`src/rtl/rv_pkg.sv`:
```
// Shared types and constants for the register-file writeback path.
//   XLEN     : data width of a writeback
//   REG_AW   : register address width (32 architectural registers)
//   wb_req_t : one writeback request as presented by a requester
//   PRIO_*   : values of the round-robin pointer naming the favoured requester
package rv_pkg;

  localparam int XLEN   = 64;
  localparam int REG_AW = 5;

  typedef struct packed {
    logic              valid;
    logic [REG_AW-1:0] rd;
    logic [XLEN-1:0]   data;
  } wb_req_t;

  localparam logic PRIO_LSU = 1'b0;
  localparam logic PRIO_ALU = 1'b1;

endpackage

```
`src/rtl/rf_wb_arbiter_if.sv`:
```
// Bus between the writeback requesters, the register file and rf_wb_arbiter.
//   lsu_* / alu_* : writeback requests and their ready
//   rf_w_*        : registered register-file write port
//   rd_addr1/2    : register-file read addresses (also seen by the arbiter)
//   byp_*         : bypass result aligned with the register-file read data
//   prio          : round-robin pointer, exposed for observation
// Handshake: a request transfers on a rising edge where valid && ready.
// Once valid is raised it stays high with stable rd/data until that edge;
// ready may depend combinationally on both valids and never on ready.
interface rf_wb_arbiter_if import rv_pkg::*; ();

  logic              lsu_valid;
  logic              lsu_ready;
  logic [REG_AW-1:0] lsu_rd;
  logic [XLEN-1:0]   lsu_data;

  logic              alu_valid;
  logic              alu_ready;
  logic [REG_AW-1:0] alu_rd;
  logic [XLEN-1:0]   alu_data;

  logic              rf_w_en;
  logic [REG_AW-1:0] rf_w_reg;
  logic [XLEN-1:0]   rf_w_data;

  logic [REG_AW-1:0] rd_addr1;
  logic [REG_AW-1:0] rd_addr2;

  logic              byp_hit1;
  logic [XLEN-1:0]   byp_data1;
  logic              byp_hit2;
  logic [XLEN-1:0]   byp_data2;

  logic              prio;

  modport slave (
    input  lsu_valid, lsu_rd, lsu_data,
    input  alu_valid, alu_rd, alu_data,
    input  rd_addr1, rd_addr2,
    output lsu_ready, alu_ready,
    output rf_w_en, rf_w_reg, rf_w_data,
    output byp_hit1, byp_data1, byp_hit2, byp_data2,
    output prio
  );

  modport master (
    output lsu_valid, lsu_rd, lsu_data,
    output alu_valid, alu_rd, alu_data,
    output rd_addr1, rd_addr2,
    input  lsu_ready, alu_ready,
    input  rf_w_en, rf_w_reg, rf_w_data,
    input  byp_hit1, byp_data1, byp_hit2, byp_data2,
    input  prio
  );

endinterface

```
`src/rtl/rf_wb_arbiter_rr_arb2.sv`:
```
// Two-way round-robin grant logic.
//   clk, rstn : clock, asynchronous active-low reset
//   req[1:0]  : requests, bit 0 = LSU, bit 1 = ALU
//   gnt[1:0]  : one-hot (or zero) grant, combinational from req and prio
//   prio      : pointer naming the favoured requester (PRIO_LSU / PRIO_ALU)
module rr_arb2 import rv_pkg::*; (
  input  logic       clk,
  input  logic       rstn,
  input  logic [1:0] req,
  output logic [1:0] gnt,
  output logic       prio
);

  // A lone requester wins outright; the pointer only matters under contention.
  always_comb begin
    gnt = req;
    if (req == 2'b11) begin
      gnt = (prio == PRIO_ALU) ? 2'b10 : 2'b01;
    end
  end

  // Pointer moves only when both competed, and then favours the loser.
  always_ff @(posedge clk or negedge rstn) begin
    if (!rstn) begin
      prio <= PRIO_LSU;
    end else if (req == 2'b11) begin
      prio <= gnt[0] ? PRIO_ALU : PRIO_LSU;
    end
  end

endmodule

```
`src/rtl/rf_wb_arbiter.sv`:
```
// Shares the register file's single write port between the LSU and the ALU.
// Requests are arbitrated round-robin, the winner is registered onto the
// write port, and a one-cycle bypass covers the read that lands on the same
// edge as the register-file write (the file would return stale data there).
//   clk  : clock, rising edge
//   rstn : asynchronous active-low reset
//   bus  : rf_wb_arbiter_if.slave (requests, write port, read addrs, bypass)
module rf_wb_arbiter import rv_pkg::*; (
  input  logic                  clk,
  input  logic                  rstn,
  rf_wb_arbiter_if.slave        bus
);

  wb_req_t           lsu_req;
  wb_req_t           alu_req;
  wb_req_t           win;
  logic [1:0]        req;
  logic [1:0]        gnt;
  logic              prio;
  logic              xfer;

  logic              w_en;
  logic [REG_AW-1:0] w_reg;
  logic [XLEN-1:0]   w_data;
  logic              hit1;
  logic              hit2;
  logic [XLEN-1:0]   bdata1;
  logic [XLEN-1:0]   bdata2;

  assign lsu_req = '{valid: bus.lsu_valid, rd: bus.lsu_rd, data: bus.lsu_data};
  assign alu_req = '{valid: bus.alu_valid, rd: bus.alu_rd, data: bus.alu_data};
  assign req     = {alu_req.valid, lsu_req.valid};

  rr_arb2 u_arb (
    .clk  (clk),
    .rstn (rstn),
    .req  (req),
    .gnt  (gnt),
    .prio (prio)
  );

  // Ready is held low during reset so no requester believes it was accepted.
  assign bus.lsu_ready = gnt[0] & rstn;
  assign bus.alu_ready = gnt[1] & rstn;

  assign xfer = |gnt;
  assign win  = gnt[1] ? alu_req : lsu_req;

  always_ff @(posedge clk or negedge rstn) begin
    if (!rstn) begin
      w_en   <= 1'b0;
      w_reg  <= '0;
      w_data <= '0;
      hit1   <= 1'b0;
      hit2   <= 1'b0;
      bdata1 <= '0;
      bdata2 <= '0;
    end else begin
      // Writes to x0 complete the handshake but never enable the write.
      w_en <= xfer && (win.rd != '0);
      if (xfer) begin
        w_reg  <= win.rd;
        w_data <= win.data;
      end
      // The register file commits w_reg/w_data on this same edge, so its
      // read data for a matching address is stale; flag it for the consumer.
      hit1   <= w_en && (w_reg == bus.rd_addr1) && (bus.rd_addr1 != '0);
      hit2   <= w_en && (w_reg == bus.rd_addr2) && (bus.rd_addr2 != '0);
      bdata1 <= w_data;
      bdata2 <= w_data;
    end
  end

  assign bus.rf_w_en   = w_en;
  assign bus.rf_w_reg  = w_reg;
  assign bus.rf_w_data = w_data;
  assign bus.byp_hit1  = hit1;
  assign bus.byp_data1 = bdata1;
  assign bus.byp_hit2  = hit2;
  assign bus.byp_data2 = bdata2;
  assign bus.prio      = prio;

endmodule

```
`src/flat_wrapper.sv`:
```
// flat-port wrapper written by rule: the top's interface ports become plain ports
module rf_wb_arbiter_flat import rv_pkg::*;
  (clk, rstn, bus_lsu_valid, bus_lsu_rd, bus_lsu_data, bus_alu_valid, bus_alu_rd, bus_alu_data, bus_rd_addr1, bus_rd_addr2, bus_lsu_ready, bus_alu_ready, bus_rf_w_en, bus_rf_w_reg, bus_rf_w_data, bus_byp_hit1, bus_byp_data1, bus_byp_hit2, bus_byp_data2, bus_prio);
  rf_wb_arbiter_if bus_i ();
  input  logic clk;
  input  logic rstn;
  input wire logic [$bits(bus_i.lsu_valid)-1:0] bus_lsu_valid;
  input wire logic [$bits(bus_i.lsu_rd)-1:0] bus_lsu_rd;
  input wire logic [$bits(bus_i.lsu_data)-1:0] bus_lsu_data;
  input wire logic [$bits(bus_i.alu_valid)-1:0] bus_alu_valid;
  input wire logic [$bits(bus_i.alu_rd)-1:0] bus_alu_rd;
  input wire logic [$bits(bus_i.alu_data)-1:0] bus_alu_data;
  input wire logic [$bits(bus_i.rd_addr1)-1:0] bus_rd_addr1;
  input wire logic [$bits(bus_i.rd_addr2)-1:0] bus_rd_addr2;
  output wire logic [$bits(bus_i.lsu_ready)-1:0] bus_lsu_ready;
  output wire logic [$bits(bus_i.alu_ready)-1:0] bus_alu_ready;
  output wire logic [$bits(bus_i.rf_w_en)-1:0] bus_rf_w_en;
  output wire logic [$bits(bus_i.rf_w_reg)-1:0] bus_rf_w_reg;
  output wire logic [$bits(bus_i.rf_w_data)-1:0] bus_rf_w_data;
  output wire logic [$bits(bus_i.byp_hit1)-1:0] bus_byp_hit1;
  output wire logic [$bits(bus_i.byp_data1)-1:0] bus_byp_data1;
  output wire logic [$bits(bus_i.byp_hit2)-1:0] bus_byp_hit2;
  output wire logic [$bits(bus_i.byp_data2)-1:0] bus_byp_data2;
  output wire logic [$bits(bus_i.prio)-1:0] bus_prio;
  assign bus_i.lsu_valid = bus_lsu_valid;
  assign bus_i.lsu_rd = bus_lsu_rd;
  assign bus_i.lsu_data = bus_lsu_data;
  assign bus_i.alu_valid = bus_alu_valid;
  assign bus_i.alu_rd = bus_alu_rd;
  assign bus_i.alu_data = bus_alu_data;
  assign bus_i.rd_addr1 = bus_rd_addr1;
  assign bus_i.rd_addr2 = bus_rd_addr2;
  assign bus_lsu_ready = bus_i.lsu_ready;
  assign bus_alu_ready = bus_i.alu_ready;
  assign bus_rf_w_en = bus_i.rf_w_en;
  assign bus_rf_w_reg = bus_i.rf_w_reg;
  assign bus_rf_w_data = bus_i.rf_w_data;
  assign bus_byp_hit1 = bus_i.byp_hit1;
  assign bus_byp_data1 = bus_i.byp_data1;
  assign bus_byp_hit2 = bus_i.byp_hit2;
  assign bus_byp_data2 = bus_i.byp_data2;
  assign bus_prio = bus_i.prio;
  rf_wb_arbiter u_core (.clk(clk), .rstn(rstn), .bus(bus_i));
endmodule
```
`config.mk`:
```
export PLATFORM = sky130hd
export DESIGN_NAME = rf_wb_arbiter_flat
export DESIGN_NICKNAME = d
export VERILOG_FILES = /design/src/rtl/rv_pkg.sv /design/src/rtl/rf_wb_arbiter_if.sv /design/src/rtl/rf_wb_arbiter_rr_arb2.sv /design/src/rtl/rf_wb_arbiter.sv /design/src/flat_wrapper.sv
export SDC_FILE = /design/constraint.sdc
export NUM_CORES = 1
export LEC_CHECK = 0
export CAP_MARGIN = 10
export CORE_AREA = 2 2 137 139
export CTS_CLUSTER_DIAMETER = 30
export CTS_CLUSTER_SIZE = 12
export DETAILED_ROUTE_END_ITERATION = 8
export DIE_AREA = 0 0 139 141
export GPL_TIMING_DRIVEN = 0
export PLACE_DENSITY = 0.74
export SLEW_MARGIN = 15
export SYNTH_ARGS = -nofsm -noshare
export SYNTH_HDL_FRONTEND = slang
export SYNTH_SLANG_ARGS = --single-unit
```
`constraint.sdc`:
```
create_clock -name clk -period 1.9 [get_ports clk]
set_clock_uncertainty 0.1 [all_clocks]
set_input_delay 0.475 -clock clk [delete_from_list [all_inputs] [get_ports clk]]
set_output_delay 0.475 -clock clk [all_outputs]
set_load 0.02 [all_outputs]
```
==> flow_summary.toml, run 1 <==
[run_status]
outcome = "finished with violations"
violations = "negative hold slack"

[pwr]
leakage_nw = 4.12
vdd_drop_max_mv = 0.581
powerDensity_nw_per_um2 = 1170
power_mw = 11.4

[critical_path]
worstPathCellList = "a21bo_2 -> nor2_4 -> buf_6"
cp_max_fo = 4
end_kind = "output pin"
crit_cells = 3
startpoint_type = "flop"
critPathArrivalTime_ns = 1.31
rr_endpoint = "u_core.bus.rf_w_data[16]"
ff2ff_path_depth = 6
cp_slowest_stage_delay_ns = 0.43
regToRegSetupSlack_ns = 0.16
critical_path_class = "flop to output pin"
rr_startpoint = "u_core.u_arb.prio"
worst-path-buf-inv = 1
slowest_stage = "dfrtp_2"
cp.required_ns = 1.32
critPathCapture = "bus_lsu_ready"
crit_path_start = "u_core.u_arb.prio"
crit_family = "flip-flops"

[route]
dr.pass1.iters = 4
top_layer = "met4"
route.met2.wl_um = 9870
vias_per_cell = 4.66
routed_wl_um = 19000
drt-initial-drc-count = 128
ant_nets = 0
route.met3.wl_um = 1260
routedLengthMet1_um = 7650
drc_errors = 0
vias = 4780
wire_per_inst_um = 18.5

[clock_tree]
cts-root-buf = "clkbuf_16"
cts-buffers-inserted = 17
cts_tree = "yes"
clk_pin_slew_ns = 0.06
worst_skew_pair.late_latency_ns = 0.41
htree_num_levels = 4
clockBufferDepth = 2
cts_num_sinks = 137

[timing]
min_period_ns = 1.89
worst_pin_slew_ns = 0.572
rsz0062_at_grt = "true"
setup_viol = 0
slew_violations = 0
final_hold_viol_count = 59
fin_crit_sh = 0.993
max_freq_mhz = 530
slew_headroom = 0.619
hold_ws_ns = -0.184

[grt]
grt_overflow = 0
grt_pass1_vias = 4987
track_usage = 0.191
grt_max_degree = 79
grt_first_pass_wirelength_um = 29000
antenna_found_initial = 0

[synthesis]
ys_top_cells_by_area = "dfrtp_1 (62%), o32a_1 (12%), o21a_1 (9.2%), buf_4 (8.8%), buf_6 (1.6%)"
synthesis.area_um2 = 5520
synth_top_area_share = 0.621
ys_warn_count = 0
syn_avg_cell_area_um2 = 13.6
postSynthNetCount = 557
netlist.top_cell.by_area = "dfrtp_1"
yosysSeqAreaShare = 0.621
syn_inst = 405
ys_types = 28
synth_seq_cells = 137

[floorplan]
io_pins = 355
rows = 50
fp.dieW_um = 139
core_um2 = 18300
dieHeight_um = 141
start_util = 0.302
die_area_um2 = 19600

[cells_and_area]
final_cell_area_um2 = 9750
finish.utilization = 0.534
syn_to_final_growth_pct = 76.6
n_antenna_cell = 0
drive_gt1_frac = 0.150
nets = 931

[placed_design]
gp_congestion = 0.770
port_buffers = 352
detailed_place_hpwl_um = 14300
dpl_cell_area_um2 = 9380

[min_path]
hold_class = "input pin to async pin"

[flow_run]
max-cap-violations = 0
-- worst min path at each step --
stage | startpoint | to | cells past startpoint
3_5_place_dp | u_core.bus.rf_w_data[60] | u_core.bus.byp_data1[60] | 0
6_report | rstn | u_core.bus.byp_data1[6] | 1
4_1_cts | rstn | u_core.bus.byp_data1[6] | 1
2_1_floorplan | rstn | u_core.bus.byp_data1[0] | 0
5_1_grt | rstn | u_core.bus.byp_data1[0] | 1
3_3_place_gp | u_core.bus.rf_w_data[58] | u_core.bus.byp_data1[58] | 0
-- area by class of cell --
| type | instances | area (µm²) |
|---|---|---|
| fill | 1642 | 8510 |
| sequential | 137 | 3430 |
| timing repair buffer | 358 | 3340 |
| multi-input combinational | 170 | 1440 |
| buffer | 92 | 637 |
| clock buffer | 20 | 457 |
| tap | 234 | 293 |
| clock inverter | 11 | 146 |
| inverter | 3 | 11.3 |
-- placed cells by master (no fill, tap or decap), types with 2 or more instances in the layout --
cell               n
dlygate4sd2_1    198
clkdlybuf4s50_1  148
dfrtp_1          136
buf_4             71
o32a_1            68
o21a_1            68
clkbuf_1          19
clkbuf_16         17
buf_6              7
xnor2_1            6
nor2_1             4
nand2_1            4
xor2_1             3
bufinv_16          3
clkinv_2           3
inv_1              2
buf_2              2
or4_1              2
o22ai_1            2
clkinv_4           2
clkinvlp_4         2
clkbuf_8           2
clkdlybuf4s15_1    2
-- metrics by stage --
step	cells	worst slack, ns	TNS [ns]
6_report	1025	0.0135	0
5_1_grt	1025	-0.0310	-0.0494
4_1_cts	1026	-0.0999	-0.162
3_5_place_dp	992	-0.833	-5.87
3_3_place_gp	991	-5.72	-764.29
2_1_floorplan	405	0.0466	0
-- logic make-up after synthesis --
logic type	after synthesis	synth area share
flip-flops	137	0.621
AO/OA/AOI/OAI	144	0.226
AND/OR/NAND/NOR	16	0.0145
multiplexers	1	0.00204
buffers and inverters	98	0.122
XOR/XNOR	9	0.0143
-- metal layers --
layer,GRT usage,vias to the layer above
met4,0.0489,0
met1,0.228,2341
met5,0,-
met3,0.0567,17
li1,-,2199
met2,0.338,223
-- synthesized netlist by cell type --
cell type and instances:
buf_6 8, xnor2_1 6, nand3_1 1, nor4_1 1
clkbuf_1 18, mux2_2 1, buf_4 65, buf_1 1
nand2_1 4, a211oi_1 1, xor2_1 3, and4_1 1
nor2_1 5, buf_2 3, a21bo_1 1, o21ai_2 1
or4_1 2, nor3_1 1, o22ai_1 2, o21ai_0 1
dfrtp_1 137, o21a_1 68, inv_1 2, a31oi_1 1
or2_1 1, inv_2 1, o41ai_1 1, o32a_1 68
-- timing repair --
item                       CTS  global route
buffers inserted             4             1
pin swaps                    2             2
setup endpoints to repair  203             3
hold endpoints to repair    59            59
gates resized for setup    219             5
-- report_power, final --
group / switching [mW] / internal [mW]
combinational: 2.12 / 1.92
clock: 1.27 / 2.13
sequential: 0.454 / 3.52
Note: power is estimated with default switching activity, not from simulation.
==> run 2, diff against run 1 <==
Settings changed: PLACE_DENSITY 0.74 to 0.77.
Clock period 1.9 ns to 1.7 ns, I/O delays scaled along.
==> flow_summary.toml, run 2 (synthesis results as in run 1) <==
[run_status]
outcome = "finished with violations"
violations = "negative hold slack, negative setup slack"

[clock_tree]
cts_num_sinks = 137
cts_tree = "yes"
clockBufferDepth = 2
worst_skew_pair.late_latency_ns = 0.42
clk_pin_slew_ns = 0.06
htree_num_levels = 4
cts-buffers-inserted = 17
cts-root-buf = "clkbuf_16"

[cells_and_area]
final_cell_mix = "clkdlybuf4s50_1 (148), dfrtp_1 (129), buf_4 (73)"
syn_to_final_growth_pct = 77.7
instances_no_fill = 1035
drive_gt1_frac = 0.275
n_antenna_cell = 0
nets = 940
final_cell_area_um2 = 9820
final_common_cell = "clkdlybuf4s50_1"

[min_path]
hold_class = "input pin to async pin"

[floorplan]
rows = 50
dieHeight_um = 141
die_area_um2 = 19600
io_pins = 355
start_util = 0.302
core_um2 = 18300
fp.dieW_um = 139

[critical_path]
slowest_stage = "dfrtp_2"
crit_family = "flip-flops"
startpoint_type = "flop"
worst-path-buf-inv = 2
cp_slowest_stage_delay_ns = 0.44
end_kind = "output pin"
cp.required_ns = 1.17
cp_max_fo = 4
critPathArrivalTime_ns = 1.40
worstPathCellList = "a21bo_4 -> buf_8 -> nor2_4 -> buf_6"
critical_path_class = "flop to output pin"

[pwr]
vdd_drop_max_mv = 0.675
internal_power_mw = 8.76
p_sw_frac = 0.334
leakage_nw = 4.16
p_seq_frac = 0.341
clockPowerShare = 0.302
comb_power_share = 0.357
powerDensity_nw_per_um2 = 1340
p_sw_mw = 4.39

[route]
ant_nets = 0
wire_per_inst_um = 19.0
drc_errors = 0
drt-initial-drc-count = 222
vias = 4840
dr.pass1.iters = 4
vias_per_cell = 4.68
routed_wl_um = 19700

[placed_design]
gp_congestion = 0.803
port_buffers = 352
detailed_place_hpwl_um = 14300
dpl_cell_area_um2 = 9380
dp.cells = 992

[grt]
grt_pass1_vias = 5162
antenna_found_initial = 0
grt_max_degree = 55
track_usage = 0.195
grt_overflow = 0
grt_first_pass_wirelength_um = 29500

[timing]
slew_headroom = 0.599
fin_crit_sh = 1.13
worst_pin_slew_ns = 0.602
max_freq_mhz = 519
rsz0062_at_grt = "true"
min_period_ns = 1.93
final_hold_viol_count = 51
slew_violations = 0
hold_ws_ns = -0.237
setup_viol = 3
layout_setup_ws_ns = -0.227

[flow_run]
max-cap-violations = 0
[run 2: repair_timing]
item                                    CTS  global route
cloned                                    2             0
endpoints found under the setup margin  246            73
pin swaps                                 2             2
gates resized for setup                 469            72
endpoints found under the hold margin    51            51
setup buffers                            15             6
[run 2: metrics by stage]
step,setup slack [ns],util,TNS [ns],power (mW)
2_1_floorplan,0.00318,-,0,6.96
3_3_place_gp,-6.01,0.512,-794.28,9.70
3_5_place_dp,-1.01,0.513,-16.96,9.78
4_1_cts,-0.349,0.538,-0.598,13.2
5_1_grt,-0.265,0.537,-0.595,13.7
6_report,-0.227,0.537,-0.481,13.2
[run 2: worst register-to-register path, stage by stage, from the launching register on]
cell and delay [ns]:
dfrtp_2 0.44, o21ai_4 0.15, buf_4 0.13, buf_4 0.16, clkbuf_1 0.40, o21a_1 0.17
[run 2: power groups by stage]
stage | combinational (mW) | sequential, mW | clock [mW]
final | 4.70 | 4.48 | 3.97
after global routing | 4.96 | 4.58 | 4.20
after CTS | 4.72 | 4.48 | 4.04
after detailed placement | 5.23 | 4.54 | 0
after global placement | 5.18 | 4.53 | 0
after floorplan | 1.71 | 5.25 | 0
[run 2: path summary, 6_finish.rpt]
kind	depth (start not counted)	slack [ns]	from	to
setup / recovery	4	-0.23	u_core.u_arb.prio	bus_lsu_ready
hold / removal	1	-0.24	rstn	u_core.bus.rf_w_data[19]
setup reg to reg	5	0.08	u_core.u_arb.prio	u_core.bus.rf_w_data[36]
hold reg to reg	0	0.29	u_core.bus.rf_w_data[15]	u_core.bus.byp_data1[15]
max in group asynchronous	2	1.07	rstn	u_core.bus.rf_w_data[17]
min in group clk	0	0.29	u_core.bus.rf_w_data[15]	u_core.bus.byp_data1[15]
[run 2: routing by layer]
| metal | wire length [µm] | vias up | global-route usage |
|---|---|---|---|
| met4 | 550 | 0 | 0.0829 |
| li1 | - | 2220 | - |
| met2 | 10000 | 210 | 0.334 |
| met5 | 0 | - | 0 |
| met1 | 7880 | 2368 | 0.235 |
| met3 | 1200 | 42 | 0.0496 |
[run 2: area by class of cell]
type | count | area (µm²)
repair buffers | 372 | 3390
clock buffers | 22 | 464
fillers | 1620 | 8450
plain buffers | 87 | 616
flip-flops and latches | 137 | 3440
multi-input cells | 170 | 1440
clock inverters | 10 | 166
inverters | 3 | 11.3
well taps | 234 | 293
